File: src/rtl/vga_sync_gen.sv
// VGA timing generator: a pixel-rate divider drives horizontal and vertical
// position counters; sync pulses and the visible-area flag are decoded from them.
module vga_sync_gen #(
   parameter int HD  = 640,
   parameter int HF  = 16,
   parameter int HR  = 96,
   parameter int HB  = 48,
   parameter int VD  = 480,
   parameter int VF  = 10,
   parameter int VR  = 2,
   parameter int VB  = 33,
   parameter int DIV = 4
) (
   input  logic       clk,
   input  logic       reset_n,
   output logic       hsync,
   output logic       vsync,
   output logic       video_on,
   output logic       p_tick,
   output logic       frame_tick,
   output logic [9:0] pix_x,
   output logic [9:0] pix_y
);

   localparam int HMAX = HD + HF + HR + HB;
   localparam int VMAX = VD + VF + VR + VB;
   localparam int DW   = (DIV > 1) ? $clog2(DIV) : 1;

   localparam logic [DW-1:0] DIV_LAST = DW'(DIV - 1);
   localparam logic [9:0]    H_LAST   = 10'(HMAX - 1);
   localparam logic [9:0]    V_LAST   = 10'(VMAX - 1);
   localparam logic [9:0]    HS_FIRST = 10'(HD + HF);
   localparam logic [9:0]    HS_LAST  = 10'(HD + HF + HR - 1);
   localparam logic [9:0]    VS_FIRST = 10'(VD + VF);
   localparam logic [9:0]    VS_LAST  = 10'(VD + VF + VR - 1);
   localparam logic [9:0]    H_DISP   = 10'(HD);
   localparam logic [9:0]    V_DISP   = 10'(VD);

   logic [DW-1:0] div_cnt;
   logic [9:0]    x_next;
   logic [9:0]    y_next;

   assign p_tick     = (div_cnt == DIV_LAST);
   assign frame_tick = p_tick && (pix_x == H_LAST) && (pix_y == V_LAST);
   assign video_on   = (pix_x < H_DISP) && (pix_y < V_DISP);

   // Next-state position: advance one pixel per p_tick, carrying into the line count.
   always_comb begin
      x_next = pix_x;
      y_next = pix_y;
      if (p_tick) begin
         if (pix_x == H_LAST) begin
            x_next = 10'd0;
            if (pix_y == V_LAST) y_next = 10'd0;
            else                 y_next = pix_y + 10'd1;
         end else begin
            x_next = pix_x + 10'd1;
         end
      end
   end

   // Divider, counters and syncs; syncs decode the next-state counters so they
   // line up with the pix_x/pix_y values they describe.
   always_ff @(posedge clk) begin
      if (!reset_n) begin
         div_cnt <= '0;
         pix_x   <= 10'd0;
         pix_y   <= 10'd0;
         hsync   <= 1'b1;
         vsync   <= 1'b1;
      end else begin
         div_cnt <= p_tick ? '0 : div_cnt + DW'(1);
         pix_x   <= x_next;
         pix_y   <= y_next;
         hsync   <= !((x_next >= HS_FIRST) && (x_next <= HS_LAST));
         vsync   <= !((y_next >= VS_FIRST) && (y_next <= VS_LAST));
      end
   end

endmodule

File: config.mk
export PLATFORM = sky130hd
export DESIGN_NAME = vga_sync_gen
export DESIGN_NICKNAME = d
export VERILOG_FILES = /design/src/rtl/vga_sync_gen.sv
export SDC_FILE = /design/constraint.sdc
export NUM_CORES = 1
export LEC_CHECK = 0
export ABC_AREA = 1
export BUFFER_PORTS_ARGS = -buffer_cell sky130_fd_sc_hd__buf_2
export CORE_MARGIN = 5
export CORE_UTILIZATION = 55
export CTS_BUF_LIST = sky130_fd_sc_hd__clkbuf_4 sky130_fd_sc_hd__clkbuf_8
export CTS_CLUSTER_DIAMETER = 100
export CTS_CLUSTER_SIZE = 14
export DETAILED_ROUTE_END_ITERATION = 12
export PLACE_DENSITY = 0.85
export SETUP_SLACK_MARGIN = 0.5
export SLEW_MARGIN = 20
export SYNTH_ARGS = -nofsm -noshare
export SYNTH_HDL_FRONTEND = slang
export SYNTH_SLANG_ARGS = --single-unit
File: constraint.sdc
create_clock -name clk -period 3.4 [get_ports clk]
set_input_delay 0.34 -clock clk [delete_from_list [all_inputs] [get_ports clk]]
set_output_delay 0.34 -clock clk [all_outputs]
set_load 0.02 [all_outputs]
==> results of run 1 <==
-- state kept, by name (all words and copies together), names as in the netlist --
name     count
div_cnt      2
pix_x       10
vsync        1
pix_y       10
hsync        1
-- cell type report --
class                      instances  share of cell area
clock buffer                       3             0.01449
timing repair buffer              26             0.08374
inverter                          33             0.07971
multi-input combinational        151              0.4887
tap                               30             0.02415
sequential                        24              0.3092
-- per-layer routing --
metal,global-route usage,vias to the layer above,share of wire
met5,0,-,0
met4,0.06646,0,0.015
met3,0.03024,5,0.070
met2,0.2978,52,0.45
met1,0.2435,584,0.46
li1,-,714,-
-- layout by cell type (no fill, tap or decap) --
cell type and instances:
dfxtp_1 24, o21bai_1 1, xor2_1 1, nand2_1 56, nand3_2 1, a21oi_1 6, a21oi_2 1, nand4_1 5
nor2_4 4, clkbuf_4 3, buf_2 26, nand3_1 22, inv_1 33, nand4_2 1, nor3_1 5, nor3_2 1
nor2_1 29, nor3b_1 1, o21ai_0 2, nand2_2 5, a2111oi_0 1, nor2_2 3, xnor2_1 1, ha_1 4
and2_1 1
-- stage by stage --
stage                     cells  setup WS (ps)  area (um^2)
after floorplan             211           1393         1393
after global routing        267          799.3         1554
final                       267           1024         1554
after detailed placement    264           1406         1531
after global placement      264           1475         1531
after CTS                   267           1035         1554
-- cells in the mapped netlist, drive strengths merged --
| library cell | n | area share |
|---|---|---|
| a2111oi | 1 | 0.0063 |
| nand2 | 61 | 0.17 |
| xnor2 | 1 | 0.0063 |
| buf | 1 | 0.0081 |
| a21oi | 7 | 0.028 |
| nor3b | 1 | 0.0054 |
| inv | 33 | 0.089 |
| dfxtp | 24 | 0.35 |
| xor2 | 1 | 0.0063 |
| nand4 | 6 | 0.031 |
| nor2 | 36 | 0.12 |
| and2 | 1 | 0.0045 |
| nor3 | 6 | 0.025 |
| o21ai | 2 | 0.0072 |
| clkbuf | 2 | 0.013 |
| o21bai | 1 | 0.0054 |
| nand3 | 23 | 0.086 |
| ha | 4 | 0.036 |
-- worst max-delay path, cell delays in order, from the launching register on --
cell and delay [ps]:
dfxtp_1 350, ha_1 530, inv_1 200, nor2_4 270, nand2_1 150, inv_1 70
buf_2 150
-- power by group through the flow --
stage                     clock (W)  combinational (W)  sequential, W
after CTS                  0.000123          0.0000273       0.000289
after global placement            0          0.0000268       0.000295
final                      0.000118          0.0000272       0.000289
after detailed placement          0          0.0000271       0.000296
after floorplan                   0          0.0000213       0.000297
after global routing       0.000133          0.0000308       0.000290
-- worst min path at each step --
stage / to / depth (start not counted) / slack [ps] / start
after floorplan: div_cnt[0]$_SDFF_PP0_ / 1 / 400 / div_cnt[0]$_SDFF_PP0_
after global placement: div_cnt[0]$_SDFF_PP0_ / 1 / 400 / div_cnt[0]$_SDFF_PP0_
after detailed placement: div_cnt[0]$_SDFF_PP0_ / 1 / 420 / div_cnt[0]$_SDFF_PP0_
after CTS: pix_y[7]$_SDFF_PN0_ / 2 / 300 / reset_n
after global routing: pix_y[7]$_SDFF_PN0_ / 2 / 310 / reset_n
final: pix_y[7]$_SDFF_PN0_ / 2 / 300 / reset_n
-- logic make-up after synthesis --
logic type	synth area share
and+or+nand+nor	0.4501
AOI/OAI and AO/OA	0.04673
xor gates and xnor gates	0.01258
adders and majority gates	0.03594
DFF	0.3450
buffers and inverters	0.1096
==> out/results.ini, run 1 <==
[outcome]
outcome=finished, final reports clean

[sta]
setup-tns-final_ps=0
period_needed_ps=2376
rsz0062_at_grt=no
slew-limit-headroom=0.6132
finalSetupViolCount=0
fmax_mhz=420.9
hold_viol=0
finalCritPeriodShare=0.6988
slew_violations=0
clock-skew-final_ps=4.065
tightestPinTransition_ps=580.2
whs_ps=304.1

[die]
die_w_um=60.32
die_area_mm2=0.003639
core_area_mm2=0.002455
die_h_um=60.32
start_util=0.5673
fp-row-count=18
pin_count=27

[power]
p_leak_nw=0.7771
p_switching_w=0.00009956
power.total_w=0.0004349
peakVddDrop_mv=0.2508
p_int_w=0.0003354
clkPwrFrac=0.272
switching_share=0.2289
pwr_density_cell_mw_per_mm2=279.9
combPwrFrac=0.063
seqPwrFrac=0.665

[clock_tree]
clockRootBuffer=clkbuf_4
clock_latency_ps=310
clkSinkCount=24
cts_tree=built
post_cts_resized=0
cts_buffers=3
postCtsHoldBufs=0
path_clk_slew_ps=120
htreeDepth=1
cts_buffer_depth=2
cts_setup_buffers=0

[worst_setup_path]
reg2reg_depth=10
crit_end=frame_tick
r2r-end=hsync$_SDFF_PN1_
worst_ep_arrival_time_ps=2040
timing.critical_path.from=div_cnt[0]$_SDFF_PP0_
crit_required_ps=3060
r2r-start=div_cnt[0]$_SDFF_PP0_
r2r_setup_slack_ps=1410
startpoint_type=flop
end_kind=output pin
setup.worst_path.class=reg -> out
crit_fanout=17

[detailed_routing]
viasPerCell=5.075
drc=0
wl_um=2948
vias=1355
firstDrtPassIters=4
ant_nets=0
avgRoutedWirePerCell_um=11.04
drtIter0Drc=74

[final_layout]
multi_input_area_um2=759.5
layout.nets=245
final_util=0.6330
drive_gt1_frac=0.1899
area_delta_synth_final_pct=11.59
seqCellArea_um2=480.5
antenna_cells=0
fillCellCount=221

[synthesis]
synth_seq_cells=24
ys_seq_area_frac=0.3450
synth.net_count=217
syn_avg_cell_area_um2=6.600
syn-instance-count=211
synth_cell_type_count=26
yosysWarnings=0
netlist_area_mm2=0.001393

[global_routing]
grt_overflow_total=0
grt_pass1_vias=1193
grt_max_degree=18
grt_pass1_wl_um=5085
grt_util_all_layers=0.1832
antenna_found_initial=0

[place]
finalWeightedCongestion=0.9183
dp_hpwl_um=2313
portBuffers=26

[worst_hold_path]
hp-class=in -> reg

[run]
cap_violations=0

Power figures use the tool's default switching activity.
==> run 2: changes to the inputs <==
Settings changed: ABC_AREA 1 to 0, PLACE_DENSITY 0.85 to 0.86.
Clock period 3.4 ns to 2.46 ns, I/O delays scaled along.
==> run 2 against run 1 <==
Cell count down 12%. Worst setup slack worse by 850 ps. Sequential share of layout area down 2.9 points. Critical endpoint is now vsync$_SDFF_PN1_.
==> out/results.ini, run 2 <==
[outcome]
outcome=finished, final reports clean

[clock_tree]
clkSinkCount=24
cts_tree=built
postCtsHoldBufs=0
cts_buffer_depth=2
htreeDepth=1
clockRootBuffer=clkbuf_4
clock_latency_ps=320
path_clk_slew_ps=130
cts_buffers=3

[sta]
slew_violations=0
fmax_mhz=437.9
slew-limit-headroom=0.7027
tightestPinTransition_ps=441.9
clock-skew-final_ps=8.463
period_needed_ps=2283
setup-tns-final_ps=0
hold_viol=0
whs_ps=281.5
finalSetupViolCount=0
rsz0062_at_grt=yes
finalCritPeriodShare=0.9282

[place]
portBuffers=26
finalWeightedCongestion=0.8702
dp_cells=227
dp_hpwl_um=2747

[die]
core_area_mm2=0.002432
start_util=0.5607
die_h_um=59.80
fp-row-count=18
pin_count=27
die_area_mm2=0.003575
die_w_um=59.80

[power]
pwr_density_cell_mw_per_mm2=360.5
p_leak_nw=0.7342
p_int_w=0.0004979
seqPwrFrac=0.617
p_switching_w=0.0001468
peakVddDrop_mv=0.3835
combPwrFrac=0.061
clkPwrFrac=0.322
switching_share=0.2277

[worst_setup_path]
end_kind=flop
crit_required_ps=2680
startpoint_type=flop
worst_ep_arrival_time_ps=2500
setup.worst_path.class=reg -> reg
crit_fanout=3

[synthesis]
syn-instance-count=169
synth.top_cell.area_share=0.3523
netlist_area_mm2=0.001364
syn_avg_cell_area_um2=8.070
yosysMostFrequentCell=dfxtp_1
synth_seq_cells=24
synth.area.top_cells=dfxtp_1, nor2_1, xnor2_1, xor2_1, ha_1
synthArstFlopShare=0
synth_edf_count=0
synthFlopType=dfxtp_1
synth.net_count=175
synth_area_leader_cell=dfxtp_1
ys_seq_area_frac=0.3523
yosysWarnings=0
synthTopCellsByCount=dfxtp_1, nor2_1, nand2_1, nand3_1
synth_cell_type_count=41

[detailed_routing]
viasPerCell=6.203
avgRoutedWirePerCell_um=16.81
drtIter0Drc=109
wl_um=3966
ant_nets=0
vias=1464
firstDrtPassIters=4
drc=0

[final_layout]
reg_top3=pix_x (10), pix_y (10), div_cnt (2)
most-common-layout-cells=buf_2, nor2_1, dfxtp_1, nand2_1, buf_4
area_delta_synth_final_pct=31.10
layout.nets=213
antenna_cells=0
finalNonFillerCells=236
fillCellCount=192
layout_commonest_cell=buf_2
drive_gt1_frac=0.3447

[run]
cap_violations=0

[worst_hold_path]
hp-class=in -> reg

[global_routing]
grt_overflow_total=0
grt_pass1_wl_um=6203
grt_util_all_layers=0.2266
grt_max_degree=14
grt_pass1_vias=1393
antenna_found_initial=0

==> run 2: cell count changes after synthesis, sizes merged, moves of 3 or more <==
cell,before,now
and3,0,6
xor2,1,7
o21ai,2,5
nor4,0,4
xnor2,1,8
inv,33,6
nand3,23,10
or3,0,3
a31oi,0,5
nor2,36,21
nand2,61,13
==> run 2: per-stage QoR <==
stage                     power [W]  setup slack, ps  cell area (um^2)  utilization
after global routing      0.0006748            64.45              1788       0.7351
after global placement    0.0004403            193.8              1590       0.6538
after detailed placement  0.0004423            149.3              1590       0.6538
after CTS                 0.0006542            152.0              1703       0.7001
final                     0.0006446            176.6              1788       0.7351
after floorplan           0.0004312            164.7              1401            -
==> run 2: path summary, 6_finish.rpt <==
path                               from  depth (start not counted)  slack [ps]                    end
setup / recovery  div_cnt[0]$_SDFF_PP0_                          6         180       vsync$_SDFF_PN1_
hold / removal                  reset_n                          3         280    pix_x[6]$_SDFF_PN0_
hold reg to reg   div_cnt[0]$_SDFF_PP0_                          1         440  div_cnt[0]$_SDFF_PP0_
setup reg to reg  div_cnt[0]$_SDFF_PP0_                          6         180       vsync$_SDFF_PN1_
==> run 2: power groups by stage <==
stage	Combinational [W]	Sequential (W)	Clock, W
after floorplan	0.0000212	0.000410	0
after global placement	0.0000319	0.000408	0
after detailed placement	0.0000334	0.000409	0
after CTS	0.0000385	0.000400	0.000216
after global routing	0.0000445	0.000399	0.000232
final	0.0000394	0.000398	0.000207
==> run 2: critical path, cell delays in order (launching register included) <==
cell     delay [ps]
dfxtp_2         370
ha_4            120
or4b_4          490
nor4_4          170
mux2_4          330
a211o_1         220
or4_1           490
==> run 2: cell type report <==
class	instances	area (um^2)	area share
well taps	30	37.54	0.02099
inverters	7	26.28	0.01470
multi-input cells	133	932.1	0.5213
clock buffers	4	36.28	0.02029
repair buffers	38	255.2	0.1428
flip-flops and latches	24	500.5	0.2799
==> run 2: what timing repair did <==
item | 4_1_cts | 5_1_grt
pin swaps | 4 | 4
cloned | 1 | 1
resized for setup | 13 | 14
setup buffers | 1 | 2
setup endpoints to repair | 16 | 19
==> run 2: cells by family (layout without fill, tap and decap cells) <==
group                    after synthesis  after routing  synth area share
adder cells (fa/ha/maj)                4              4           0.03670
XOR/XNOR                              15             15           0.09633
AO/OA/AOI/OAI                         29             29            0.1395
flip-flops                            24             24            0.3523
multiplexers                           1              1          0.008256
AND/OR/NAND/NOR                       83             84            0.3202
buffers and inverters                 13             49           0.04678
==> run 2: metal layers <==
metal	track usage	share of wire	up-vias	routed length, um
li1	-	-	688	-
met1	0.2575	0.40	692	1596
met2	0.4012	0.51	74	2041
met3	0.04104	0.060	10	238
met4	0.1108	0.022	0	89
met5	0	0	-	0
